$ cat config.mk
export PLATFORM = sky130hd
export DESIGN_NAME = canvas_pixel_writer_flat
export DESIGN_NICKNAME = d
export VERILOG_FILES = /design/src/rtl/canvas_pixel_writer_if.sv /design/src/rtl/canvas_pixel_writer.sv /design/src/flat_wrapper.sv
export SDC_FILE = /design/constraint.sdc
export NUM_CORES = 1
export LEC_CHECK = 0
export CAP_MARGIN = 20
export CORE_MARGIN = 3
export CORE_UTILIZATION = 55
export DETAILED_ROUTE_END_ITERATION = 10
export PLACE_DENSITY = 0.84
export SLEW_MARGIN = 20
export SYNTH_ARGS = -nofsm -noshare
export SYNTH_HDL_FRONTEND = slang
export SYNTH_SLANG_ARGS = --single-unit
$ cat constraint.sdc
create_clock -name clk -period 7.47 [get_ports clk]
set_input_delay 1.1205 -clock clk [delete_from_list [all_inputs] [get_ports clk]]
set_output_delay 1.1205 -clock clk [all_outputs]
set_load 0.01 [all_outputs]
$ cat src/rtl/canvas_pixel_writer_if.sv
// Brush-stroke handshake and frame-buffer RAM write port of the canvas pixel writer.
// CANVAS_ERASER_EN adds the draw_erase signal to the stroke.
interface canvas_pixel_writer_if #(
  parameter int unsigned coord_width            = 7,
  parameter int unsigned input_pixel_addr_width = 14
);
  logic                              draw_valid;
  logic                              draw_ready;
  logic [coord_width-1:0]            draw_x;
  logic [coord_width-1:0]            draw_y;
`ifdef CANVAS_ERASER_EN
  logic                              draw_erase;
`endif
  logic [input_pixel_addr_width-1:0] pixel_addr;
  logic                              pixel_data;
  logic                              pixel_we;

  modport master (
    output draw_valid, draw_x, draw_y,
`ifdef CANVAS_ERASER_EN
    output draw_erase,
`endif
    input  draw_ready, pixel_addr, pixel_data, pixel_we
  );

  modport slave (
    input  draw_valid, draw_x, draw_y,
`ifdef CANVAS_ERASER_EN
    input  draw_erase,
`endif
    output draw_ready, pixel_addr, pixel_data, pixel_we
  );
endinterface

$ cat src/rtl/canvas_pixel_writer.sv
// Paints square 1-bit brush strokes (or a full clear) into a single-port frame-buffer RAM.
// Optional CANVAS_ERASER_EN: strokes carry draw_erase and then write 0s instead of 1s.
module canvas_pixel_writer #(
  parameter int unsigned input_matrix_side_length = 112,
  parameter int unsigned brush_size               = 4,
  parameter int unsigned coord_width              = $clog2(input_matrix_side_length),
  parameter int unsigned input_pixel_addr_width   = $clog2(input_matrix_side_length**2)
) (
  input  logic                  clk,
  input  logic                  reset,
  input  logic                  en,
  input  logic                  clear,
  canvas_pixel_writer_if.slave  bus,
  output logic                  busy,
  output logic                  done
);

  localparam int unsigned pos_width  = coord_width + 1;
  localparam int unsigned ext_width  = coord_width + 2;
  localparam int unsigned cnt_width  = (brush_size > 1) ? $clog2(brush_size) : 1;
  localparam int unsigned prod_width = input_pixel_addr_width + coord_width;

  localparam logic [input_pixel_addr_width-1:0] last_addr =
    input_pixel_addr_width'(input_matrix_side_length * input_matrix_side_length - 1);
  localparam logic [cnt_width-1:0]        brush_last = cnt_width'(brush_size - 1);
  localparam logic signed [ext_width-1:0] side_ext   = ext_width'(input_matrix_side_length);

  typedef enum logic [2:0] {
    S_RESET,
    S_IDLE,
    S_CLEAR,
    S_PAINT,
    S_DONE
  } state_t;

  state_t                             state_q, state_d;
  logic [input_pixel_addr_width-1:0]  clr_q, clr_d;
  logic [cnt_width-1:0]               c_q, c_d;
  logic [cnt_width-1:0]               r_q, r_d;
  logic signed [pos_width-1:0]        x0_q, x0_d;
  logic signed [pos_width-1:0]        y0_q, y0_d;
  logic                               paint_data;

  logic signed [ext_width-1:0]        tgt_col;
  logic signed [ext_width-1:0]        tgt_row;
  logic                               in_canvas;
  logic [input_pixel_addr_width-1:0]  paint_addr;

  logic                               draw_ready;
  logic [input_pixel_addr_width-1:0]  pixel_addr;
  logic                               pixel_data;
  logic                               pixel_we;

`ifdef CANVAS_ERASER_EN
  logic erase_q, erase_d;
  assign paint_data = ~erase_q;
`else
  assign paint_data = 1'b1;
`endif

  // State, counters and latched brush origin
  always_ff @(posedge clk or posedge reset) begin
    if (reset) begin
      state_q <= S_RESET;
      clr_q   <= '0;
      c_q     <= '0;
      r_q     <= '0;
      x0_q    <= '0;
      y0_q    <= '0;
`ifdef CANVAS_ERASER_EN
      erase_q <= 1'b0;
`endif
    end else begin
      state_q <= state_d;
      clr_q   <= clr_d;
      c_q     <= c_d;
      r_q     <= r_d;
      x0_q    <= x0_d;
      y0_q    <= y0_d;
`ifdef CANVAS_ERASER_EN
      erase_q <= erase_d;
`endif
    end
  end

  // Target pixel of the current brush cell; signed so strokes near the edge clip instead of wrapping
  always_comb begin
    tgt_col    = ext_width'(x0_q) + ext_width'(c_q);
    tgt_row    = ext_width'(y0_q) + ext_width'(r_q);
    in_canvas  = !tgt_col[ext_width-1] && !tgt_row[ext_width-1] &&
                 (tgt_col < side_ext) && (tgt_row < side_ext);
    paint_addr = input_pixel_addr_width'(
                   prod_width'(tgt_row[coord_width-1:0]) * prod_width'(input_matrix_side_length) +
                   prod_width'(tgt_col[coord_width-1:0]));
  end

  // Next state and output decode
  always_comb begin
    state_d    = state_q;
    clr_d      = clr_q;
    c_d        = c_q;
    r_d        = r_q;
    x0_d       = x0_q;
    y0_d       = y0_q;
`ifdef CANVAS_ERASER_EN
    erase_d    = erase_q;
`endif
    draw_ready = 1'b0;
    pixel_addr = '0;
    pixel_data = 1'b0;
    pixel_we   = 1'b0;
    done       = 1'b0;
    busy       = (state_q == S_CLEAR) || (state_q == S_PAINT) || (state_q == S_DONE);

    if (en) begin
      unique case (state_q)
        S_RESET: state_d = S_IDLE;
        S_IDLE: begin
          draw_ready = !clear;
          if (clear) begin
            state_d = S_CLEAR;
            clr_d   = '0;
          end else if (bus.draw_valid) begin
            state_d = S_PAINT;
            c_d     = '0;
            r_d     = '0;
            x0_d    = pos_width'(bus.draw_x) - pos_width'(brush_size / 2);
            y0_d    = pos_width'(bus.draw_y) - pos_width'(brush_size / 2);
`ifdef CANVAS_ERASER_EN
            erase_d = bus.draw_erase;
`endif
          end
        end
        S_CLEAR: begin
          pixel_we   = 1'b1;
          pixel_addr = clr_q;
          if (clr_q == last_addr) begin
            state_d = S_DONE;
            clr_d   = '0;
          end else begin
            clr_d = clr_q + input_pixel_addr_width'(1);
          end
        end
        S_PAINT: begin
          // Clipped cells still consume their cycle
          pixel_we   = in_canvas;
          pixel_data = in_canvas & paint_data;
          pixel_addr = in_canvas ? paint_addr : '0;
          if (c_q == brush_last) begin
            c_d = '0;
            if (r_q == brush_last) begin
              r_d     = '0;
              state_d = S_DONE;
            end else begin
              r_d = r_q + cnt_width'(1);
            end
          end else begin
            c_d = c_q + cnt_width'(1);
          end
        end
        S_DONE: begin
          done    = 1'b1;
          state_d = S_IDLE;
        end
        default: state_d = S_RESET;
      endcase
    end
  end

  assign bus.draw_ready = draw_ready;
  assign bus.pixel_addr = pixel_addr;
  assign bus.pixel_data = pixel_data;
  assign bus.pixel_we   = pixel_we;

endmodule
$ cat src/flat_wrapper.sv
// flat-port wrapper written by rule: the top's interface ports become plain ports
module canvas_pixel_writer_flat 
#(
  parameter int unsigned input_matrix_side_length = 112,
  parameter int unsigned brush_size               = 4,
  parameter int unsigned coord_width              = $clog2(input_matrix_side_length),
  parameter int unsigned input_pixel_addr_width   = $clog2(input_matrix_side_length**2)
)
  (clk, reset, en, clear, busy, done, bus_draw_valid, bus_draw_x, bus_draw_y, bus_draw_ready, bus_pixel_addr, bus_pixel_data, bus_pixel_we);
  canvas_pixel_writer_if #(.coord_width(coord_width), .input_pixel_addr_width(input_pixel_addr_width)) bus_i ();
  input  logic clk;
  input  logic reset;
  input  logic en;
  input  logic clear;
  output logic busy;
  output logic done;
  input wire logic [$bits(bus_i.draw_valid)-1:0] bus_draw_valid;
  input wire logic [$bits(bus_i.draw_x)-1:0] bus_draw_x;
  input wire logic [$bits(bus_i.draw_y)-1:0] bus_draw_y;
  output wire logic [$bits(bus_i.draw_ready)-1:0] bus_draw_ready;
  output wire logic [$bits(bus_i.pixel_addr)-1:0] bus_pixel_addr;
  output wire logic [$bits(bus_i.pixel_data)-1:0] bus_pixel_data;
  output wire logic [$bits(bus_i.pixel_we)-1:0] bus_pixel_we;
  assign bus_i.draw_valid = bus_draw_valid;
  assign bus_i.draw_x = bus_draw_x;
  assign bus_i.draw_y = bus_draw_y;
  assign bus_draw_ready = bus_i.draw_ready;
  assign bus_pixel_addr = bus_i.pixel_addr;
  assign bus_pixel_data = bus_i.pixel_data;
  assign bus_pixel_we = bus_i.pixel_we;
  canvas_pixel_writer #(.input_matrix_side_length(input_matrix_side_length), .brush_size(brush_size), .coord_width(coord_width), .input_pixel_addr_width(input_pixel_addr_width)) u_core (.clk(clk), .reset(reset), .en(en), .clear(clear), .bus(bus_i), .busy(busy), .done(done));
endmodule
==> flow_summary_export.csv, run 1 <==
group,metric,value,unit
outcome,outcome,"completed",
floorplan,io_pins,38,
setup_path,crit_path_cell_trace,"ha_1, fa_1, xor2_1, fa_1, ha_1, inv_1, fa_1, a211oi_1, nand3_1, nor3_1, a221oi_2, o31ai_2, clkdlybuf4s50_1",
timing,max_slew_margin,38.6,%
grt,grt_overflow,0,
finish,insertedDiodeCount,0,
synth,yosysWarningCount,0,
setup_path,critPathBufInv,2,
setup_path,critPathSlowestCell,"clkdlybuf4s50_1",
synth,synth_ff_type,"dfrtp_1",
power_and_ir_drop,power_density,461,nW/µm²
floorplan,die_y,82.8,µm
timing,period_minus_slack,6140,ps
synth,syn_area_per_cell,8.52,µm²
drt,routed_wl,6980,µm
floorplan,initial_core_util,57.9,%
setup_path,critical_path.top_delay_family,"adder cells",
finish,final_cell_mix,"nand2_1, clkdlybuf4s50_1, dfrtp_1, o21ai_0, nor2_1",
drt,routedWlPerCell,14.4,µm
power_and_ir_drop,worst_ir_drop_vdd,0.000247,V
drt,dr_wl_met3,350,µm
cts,clockBufferDepth,2,
finish,drive_gt1_share,7.02,%
timing,skew,9.05,ps
drt,routed.top_layer,"met4",
finish,utilization,66.7,%
floorplan,dieArea,6860,µm²
floorplan,fp-row-count,27,
setup_path,cp.required,6350,ps
cts,h-tree-depth,2,
timing,fin_setup_tns,0,ps
cts,cts_resized,0,
timing,drv_slew,0,
setup_path,arrival,5020,ps
grt,grt_util_all_layers,21.2,%
cts,clock_sinks,37,
floorplan,fp.coreArea,5610,µm²
placed_design,portBuffers,37,
finish,syn2layout_area_growth,15.2,%
grt,grt_pass1_wl,12400,µm
cts,insertion_delay,290,ps
setup_path,path_common_cell,"fa_1",
setup_path,worst-setup-path-type,"flip-flop to output pin",
cts,cts_tree,"done",
cts,clk_pin_slew,70,ps
drt,ant_nets,0,
drt,vias,2857,
setup_path,critical_path.max_stage_delay,560,ps
flow_run,cap_violations,0,
synth,synthCells,381,
grt,antenna_found_initial,0,
synth,synthDistinctLibCells,62,
finish,nets,461,
finish,mostFrequentLayoutCell,"nand2_1",
synth,ys_seq_area_share,28.5,%
drt,met1_length,2930,µm
cts,cts_root_buf,"clkbuf_8",
timing,finalCritPeriodShare,82.1,%
drt,dr.first_iter.drc_count,154,
placed_design,hpwl,5500,µm
synth,syn-num-nets,430,
floorplan,die_w,82.8,µm
drt,avgViaCountPerCell,5.89,
setup_path,cp_max_fo,5,
power_and_ir_drop,power,1720,µW
grt,grt_pass1_vias,2809,
min_path,min_path_type,"flip-flop to flip-flop",
grt,grt_max_degree,38,
timing,worstMarginPinSlew,918,ps
drt,dr_wl_met2,3530,µm
drt,dr.pass1.iters,4,
synth,synth_area,3250,µm²
timing,hold_slack,526,ps
timing,rsz0062_at_grt,"false",
timing,max_clock_freq,163,MHz
synth,synth_edf_count,0,
synth,yosys_register_bits,37,
cts,cts_buffers,5,
setup_path,cp-end-kind,"output pin",
timing,finalSetupViolCount,0,
synth,postSynth.asyncResetShare,100,%
drt,route.detailed.drc,0,
cts,cts.hold.buffers_added,0,
cts,post_cts_buffers,0,
timing,report.final.hold_viol_count,0,
placed_design,place_congestion,0.866,
setup_path,worst_setup_path_start_kind,"flip-flop",
power_and_ir_drop,p_leak,0.00169,µW
-- per-stage QoR --
step	setup slack, ps	cells	instance area [µm²]
global route	1030	485	3740
CTS	1300	485	3740
floorplan	2490	381	3250
global placement	1830	477	3660
detailed placement	1610	477	3660
finish	1330	485	3740
-- cells in the mapped netlist, types with 5 or more instances --
cell | n | area share [%]
nand2_1 | 46 | 5.3
dfrtp_1 | 37 | 29
o21ai_0 | 34 | 5.2
nor2_1 | 28 | 3.2
ha_1 | 25 | 9.6
inv_1 | 19 | 2.2
nand3_1 | 17 | 2.6
xnor2_1 | 17 | 4.6
xor2_1 | 17 | 4.6
a22oi_1 | 11 | 2.5
clkbuf_1 | 10 | 1.2
nor3_1 | 10 | 1.5
a21o_1 | 9 | 2.1
a21oi_1 | 8 | 1.2
and2_1 | 6 | 1.2
nor2b_1 | 6 | 1.2
and3_1 | 5 | 0.96
fa_1 | 5 | 3.1
nand4_1 | 5 | 0.96
-- logic make-up (layout without fill, tap and decap cells) --
| family | Yosys count | count (layout) | share of synthesized area (%) |
|---|---|---|---|
| simple gates | 145 | 145 | 22.6 |
| compound gates | 92 | 92 | 19.6 |
| flops | 37 | 37 | 28.5 |
| buf+inv | 35 | 67 | 4.43 |
| xor+xnor | 34 | 34 | 9.17 |
| fa+ha+maj | 30 | 30 | 12.7 |
| mux | 8 | 8 | 2.89 |
-- where the power goes --
| part | internal, µW | switching, µW |
|---|---|---|
| Clock | 64.7 | 70.5 |
| Sequential | 252 | 72.4 |
| Combinational | 557 | 708 |
| Total | 874 | 851 |
-- final timing paths --
kind	from	end	slack [ps]	cells after the start
worst min-delay path	u_core.x0_q[0]	u_core.x0_q[0]	530	1
max in group asynchronous	reset	u_core.clr_q[8]	5900	3
worst min register to register	u_core.x0_q[0]	u_core.x0_q[0]	530	1
worst max register to register	u_core.state_q[1]	u_core.clr_q[13]	4930	8
min in group asynchronous	reset	u_core.c_q[1]	1240	3
worst max-delay path	u_core.y0_q[0]	bus_pixel_addr[13]	1330	13
-- per-layer routing --
metal / vias to the layer above / GRT usage, %
met2: 84 / 37.4
li1: 1425 / -
met3: 19 / 3.77
met4: 0 / 7.58
met1: 1329 / 25.6
met5: - / 0
-- state kept, by name, summed over array words and instances (netlist names) --
register        count
u_core.x0_q         8
u_core.state_q      3
u_core.clr_q       14
u_core.c_q          2
u_core.y0_q         8
u_core.r_q          2
-- layout make-up --
type | instances | area (µm²)
clock buffer | 6 | 72.6
tap | 72 | 90.1
multi-input combinational | 309 | 2180
timing repair buffer | 40 | 393
fill | 473 | 1870
inverter | 19 | 71.3
sequential | 37 | 926
clock inverter | 2 | 10.0
-- worst register-to-register path, stage by stage (launching register included) --
cell	delay, ps
dfrtp_1	490
nor2b_1	480
nor2b_1	190
buf_4	230
o31ai_1	220
buf_4	220
nor2_2	290
nand4_1	150
o21ai_0	190
Note: power is estimated with default switching activity, not from simulation.
==> run 2: changes to the inputs <==
- CORE_UTILIZATION: 55 -> 52
- PLACE_DENSITY: 0.84 -> 0.83
- clock period: 7.47 -> 5.2 ns (I/O delays scaled with it)
==> run 2 against run 1 <==
- critical path type unchanged
- power rose by 61%
- combinational power is 67% higher
- via count increased by 0.88%
- sequential share of layout area fell by 1.0 points
- critical path depth rose by 1
- critical endpoint is now bus_pixel_addr[10]
- global-route usage fell by 1.3 points
- cell area rose by 4.4%
==> flow_summary_export.csv, run 2 (same netlist as run 1, synthesis figures left out) <==
group,metric,value,unit
finish,largest_reg_flops,14,
min_path,min_path_type,"flip-flop to flip-flop",
drt,route.detailed.drc,0,
drt,dr.pass1.iters,5,
timing,fin_setup_tns,0,ps
grt,grt_max_degree,38,
outcome,outcome,"completed",
setup_path,reg2reg_to,"u_core.clr_q[9]",
drt,dr.first_iter.drc_count,137,
setup_path,cp-end-kind,"output pin",
placed_design,place_congestion,0.840,
placed_design,dp_slack,-39.8,ps
floorplan,fp-row-count,28,
setup_path,worst-setup-path-type,"flip-flop to output pin",
drt,vias,2882,
setup_path,endpoint,"bus_pixel_addr[10]",
cts,cts_tree,"done",
timing,skew,6.65,ps
finish,max_flop_register,"u_core.clr_q",
setup_path,rr_startpoint,"u_core.state_q[1]",
grt,grt_pass1_vias,2703,
setup_path,critPathBufInv,3,
timing,max_slew_margin,42.0,%
power_and_ir_drop,p_leak,0.00177,µW
setup_path,rr_worst_depth,7,
timing,hold_slack,514,ps
grt,antenna_found_initial,0,
setup_path,crit_path_cell_trace,"ha_2, fa_2, buf_4, xor2_4, fa_1, ha_1, inv_1, fa_2, nor3_1, nand3_1, xnor2_1, a22oi_1, nor2_1, clkdlybuf4s50_1",
timing,max_clock_freq,198,MHz
floorplan,die_y,85.0,µm
timing,report.final.hold_viol_count,0,
floorplan,die_w,85.0,µm
cts,clockBufferDepth,2,
setup_path,ff2ff_setup_slack,2360,ps
grt,grt_util_all_layers,19.9,%
finish,insertedDiodeCount,0,
setup_path,cp.required,4420,ps
setup_path,startpoint,"u_core.r_q[0]",
floorplan,fp.coreArea,5990,µm²
power_and_ir_drop,p_int,1430,µW
placed_design,hpwl,5340,µm
flow_run,cap_violations,0,
cts,clk_pin_slew,80,ps
power_and_ir_drop,p_clk_share,7.6,%
setup_path,crit_cells,14,
finish,drive_gt1_share,12.8,%
finish,syn2layout_area_growth,20.3,%
finish,utilization,65.2,%
finish,nets,472,
power_and_ir_drop,power_density,713,nW/µm²
timing,finalWorstSetupSlack,145,ps
power_and_ir_drop,comb_power_share,75.5,%
setup_path,critical_path.max_stage_delay,540,ps
cts,insertion_delay,300,ps
power_and_ir_drop,worst_ir_drop_vdd,0.000382,V
cts,cts_buffers,5,
power_and_ir_drop,p_sw_share,48.8,%
drt,avgViaCountPerCell,5.79,
drt,routedWlPerCell,14.6,µm
power_and_ir_drop,power,2780,µW
timing,period_minus_slack,5050,ps
timing,drv_slew,0,
floorplan,io_pins,38,
setup_path,arrival,4270,ps
cts,cts_root_buf,"clkbuf_8",
timing,finalCritPeriodShare,97.2,%
cts,clock_sinks,37,
setup_path,cp_max_fo,5,
setup_path,critical_path.top_delay_family,"adder cells",
timing,worstMarginPinSlew,868,ps
timing,finalSetupViolCount,0,
drt,routed_wl,7280,µm
setup_path,critPathSlowestCell,"clkdlybuf4s50_1",
power_and_ir_drop,p_seq_share,17.0,%
drt,ant_nets,0,
grt,grt_pass1_wl,11800,µm
finish,mostFrequentLayoutCell,"nand2_1",
setup_path,path_common_cell,"fa_2",
floorplan,initial_core_util,54.2,%
finish,largestRegisters,"u_core.clr_q: 14 flops, u_core.x0_q: 8 flops, u_core.y0_q: 8 flops",
grt,grt_overflow,0,
setup_path,worst_setup_path_start_kind,"flip-flop",
finish,final_cell_mix,"nand2_1, dfrtp_1, o21ai_0, clkdlybuf4s50_1, nor2_1",
placed_design,portBuffers,37,
cts,h-tree-depth,2,
power_and_ir_drop,switchingPower,1360,µW
floorplan,dieArea,7230,µm²
run 2: area by class of cell:
| class | count | area, µm² |
|---|---|---|
| multi-input combinational | 309 | 2260 |
| fill | 471 | 2090 |
| sequential | 37 | 926 |
| timing repair buffer | 51 | 468 |
| tap | 75 | 93.8 |
| clock buffer | 7 | 86.3 |
| inverter | 19 | 71.3 |
run 2: worst min path at each step:
stage                               from             end  cells after the start
after CTS                 u_core.x0_q[0]  u_core.x0_q[0]                      1
after global routing      u_core.x0_q[6]  u_core.x0_q[6]                      2
after floorplan           u_core.y0_q[7]  u_core.y0_q[7]                      2
after global placement    u_core.y0_q[0]  u_core.y0_q[0]                      1
after detailed placement  u_core.x0_q[0]  u_core.x0_q[0]                      1
final                     u_core.x0_q[0]  u_core.x0_q[0]                      1
run 2: worst reg2reg max path, delay by kind of cell (launching register included):
kind | cells | cell delay (ps)
and+or+nand+nor | 4 | 1690
buffers and inverters | 1 | 230
DFF | 1 | 480
AOI/OAI and AO/OA | 2 | 350
run 2: power groups by stage:
stage / registers [µW] / logic, µW / clock network (µW)
2_1_floorplan: 431 / 1480 / 0
3_3_place_gp: 462 / 1780 / 0
3_5_place_dp: 469 / 1830 / 0
4_1_cts: 465 / 1890 / 212
5_1_grt: 486 / 2290 / 227
6_report: 472 / 2100 / 210
run 2: routing by layer:
layer / GRT usage (%) / wire, µm
met2: 35.7 / 3730
met5: 0 / 0
met1: 24.0 / 3160
met4: 5.04 / 85
met3: 4.37 / 313
run 2: stage by stage:
step / instances / cell area, µm²
5_1_grt: 498 / 3900
6_report: 498 / 3900
3_5_place_dp: 484 / 3690
4_1_cts: 491 / 3790
2_1_floorplan: 381 / 3250
3_3_place_gp: 484 / 3690
run 2: repair_timing:
item / 4_1_cts / 5_1_grt
pin swaps: 1 / 9
buffers inserted: 0 / 7
resized for setup: 6 / 19
endpoints found under the setup margin: 5 / 5
hold buffers: 0 / 0
==> run 3: changes to the inputs <==
- CORE_UTILIZATION: 52 -> 40
- PLACE_DENSITY: 0.83 -> 0.68
==> run 3 against run 2 <==
- sequential cell count did not move
- first-iteration DRC count fell by 47%
- worst hold slack got worse by 0.55 ps
- final cell count rose by 5.0%
- setup slack improved by 110 ps
- sequential power barely moved
- non-clock buffer count fell by 1
- clock skew rose by 4.9 ps
- cell area rose by 0.67%
==> flow_summary_export.csv, run 3 (same netlist as run 1, synthesis figures left out) <==
group,metric,value,unit
setup_path,path_common_cell,"buf_4",
floorplan,dieArea,9230,µm²
finish,nets,471,
outcome,outcome,"completed",
min_path,min_path_type,"flip-flop to flip-flop",
floorplan,die_y,96.1,µm
drt,routedWlPerCell,13.6,µm
grt,grt_pass1_wl,12100,µm
cts,clk_pin_slew,70,ps
cts,h-tree-depth,2,
flow_run,cap_violations,0,
setup_path,arrival,4170,ps
setup_path,rr_worst_depth,5,
timing,drv_slew,0,
setup_path,reg2reg_to,"u_core.state_q[1]",
cts,cts.hold.buffers_added,0,
setup_path,cp.required,4420,ps
min_path,hold_path.startpoint,"u_core.x0_q[6]",
finish,fill_cells,740,
grt,grt_overflow,0,
finish,syn2layout_area_growth,21.1,%
drt,dr.first_iter.drc_count,72,
grt,antenna_found_initial,0,
finish,drive_gt1_share,12.4,%
cts,cts_tree,"done",
setup_path,rr_startpoint,"u_core.clr_q[5]",
cts,insertion_delay,300,ps
grt,grt_util_all_layers,16.5,%
timing,rsz0062_at_grt,"false",
timing,fin_setup_tns,0,ps
placed_design,portBuffers,37,
setup_path,critPathSlowestCell,"fa_2",
finish,final_area,3930,µm²
setup_path,critical_path.max_stage_delay,440,ps
cts,clockBufferDepth,2,
placed_design,hpwl,5470,µm
timing,hold_slack,513,ps
finish,largestRegisters,"u_core.clr_q: 14 flops, u_core.x0_q: 8 flops, u_core.y0_q: 8 flops",
finish,mostFrequentLayoutCell,"nand2_1",
floorplan,initial_core_util,41.6,%
floorplan,die_w,96.1,µm
finish,insertedDiodeCount,0,
setup_path,crit_path_cell_trace,"ha_2, fa_2, buf_4, nand3_1, xor2_2, buf_4, xnor2_1, ha_1, a21o_1, ha_4, inv_1, a2111oi_4, nor3_4, buf_4, o41ai_2, a221oi_2, o31ai_2, buf_2",
floorplan,io_pins,38,
setup_path,worst-setup-path-type,"flip-flop to output pin",
finish,final_cell_mix,"nand2_1, dfrtp_1, o21ai_0, clkdlybuf4s50_1, nor2_1",
finish,max_flop_register,"u_core.clr_q",
cts,cts_buffers,5,
power_and_ir_drop,power_density,683,nW/µm²
timing,report.final.hold_viol_count,0,
drt,routed_wl,7110,µm
drt,route.detailed.drc,0,
timing,skew,11.6,ps
drt,avgViaCountPerCell,5.30,
timing,max_clock_freq,202,MHz
cts,clock_sinks,37,
setup_path,ff2ff_setup_slack,2730,ps
setup_path,cp-end-kind,"output pin",
timing,period_minus_slack,4950,ps
timing,finalCritPeriodShare,95.1,%
floorplan,fp-row-count,32,
drt,ant_nets,0,
drt,dr.pass1.iters,4,
timing,worstMarginPinSlew,963,ps
timing,max_slew_margin,35.4,%
setup_path,worst_setup_path_start_kind,"flip-flop",
grt,grt_max_degree,38,
cts,cts_root_buf,"clkbuf_8",
power_and_ir_drop,power,2680,µW
floorplan,fp.coreArea,7810,µm²
power_and_ir_drop,worst_ir_drop_vdd,0.000264,V
setup_path,cp_max_fo,5,
placed_design,place_congestion,0.814,
min_path,min_delay_worst_endpoint,"u_core.x0_q[6]",
grt,grt_pass1_vias,2712,
power_and_ir_drop,p_leak,0.00174,µW
placed_design,place_area,3740,µm²
timing,finalSetupViolCount,0,
finish,largest_reg_flops,14,
drt,vias,2773,
min_path,hold_depth,2,
==> run 3: changes by cell type in the layout (fill, tap and decap cells not counted), moves of 2 or more <==
cell / before / now
dlygate4sd2_1: 0 / 2
ha_1: 24 / 21
ha_4: 0 / 2
nor3_1: 8 / 10
nor3_2: 2 / 0
==> run 3: worst max path at each step <==
| stage | from | end | slack (ps) | cells after the start |
|---|---|---|---|---|
| finish | u_core.r_q[0] | bus_pixel_addr[13] | 250 | 18 |
| CTS | u_core.r_q[0] | bus_pixel_addr[13] | 20 | 17 |
| global placement | u_core.r_q[0] | bus_pixel_addr[13] | 90 | 13 |
| detailed placement | u_core.r_q[0] | bus_pixel_addr[13] | -70 | 13 |
| floorplan | u_core.r_q[0] | bus_pixel_addr[13] | 560 | 12 |
| global route | u_core.y0_q[0] | bus_pixel_addr[11] | 30 | 17 |
==> run 3: routing by layer <==
| metal | vias to the layer above | global-route usage (%) | part of all wire (%) |
|---|---|---|---|
| met3 | 5 | 2.89 | 3.2 |
| met1 | 1288 | 20.4 | 46 |
| met2 | 47 | 29.2 | 50 |
| met5 | - | 0 | 0 |
| met4 | 0 | 4.86 | 0.87 |
| li1 | 1433 | - | - |
==> run 3: critical path: cells and delay by family, from the launching register on <==
family	cells	cell delay, ps
AOI/OAI and AO/OA	5	1210
adders and majority gates	4	1120
buffers and inverters	5	700
DFF	1	400
xor gates and xnor gates	2	230
and+or+nand+nor	2	200
==> run 3: per-stage QoR <==
step	util (%)	instances	worst slack (ps)
floorplan	-	381	562
global placement	47.9	512	88.1
detailed placement	47.9	512	-66.5
CTS	49.1	519	18.6
global route	50.3	523	25.4
finish	50.3	523	253
==> run 3: report_power, final <==
group	total (µW)	switching, µW	internal (µW)
clock	190	102	88.3
combinational	2020	1060	966
sequential	470	108	362
total	2680	1270	1420
==> run 3: timing repair <==
action                     CTS  global route
setup buffers                1             4
resized for setup            8            12
setup endpoints to repair    4             5
pin swaps                    2             4
==> run 3: cell type report <==
cell class              instances  area, µm²  share of cell area (%)
clock inverters                 1       5.00                   0.127
flip-flops and latches         37        926                    23.6
well taps                     102        128                    3.25
inverters                      19       71.3                    1.81
multi-input cells             309       2270                    57.8
repair buffers                 50        460                    11.7
clock buffers                   5       68.8                    1.75
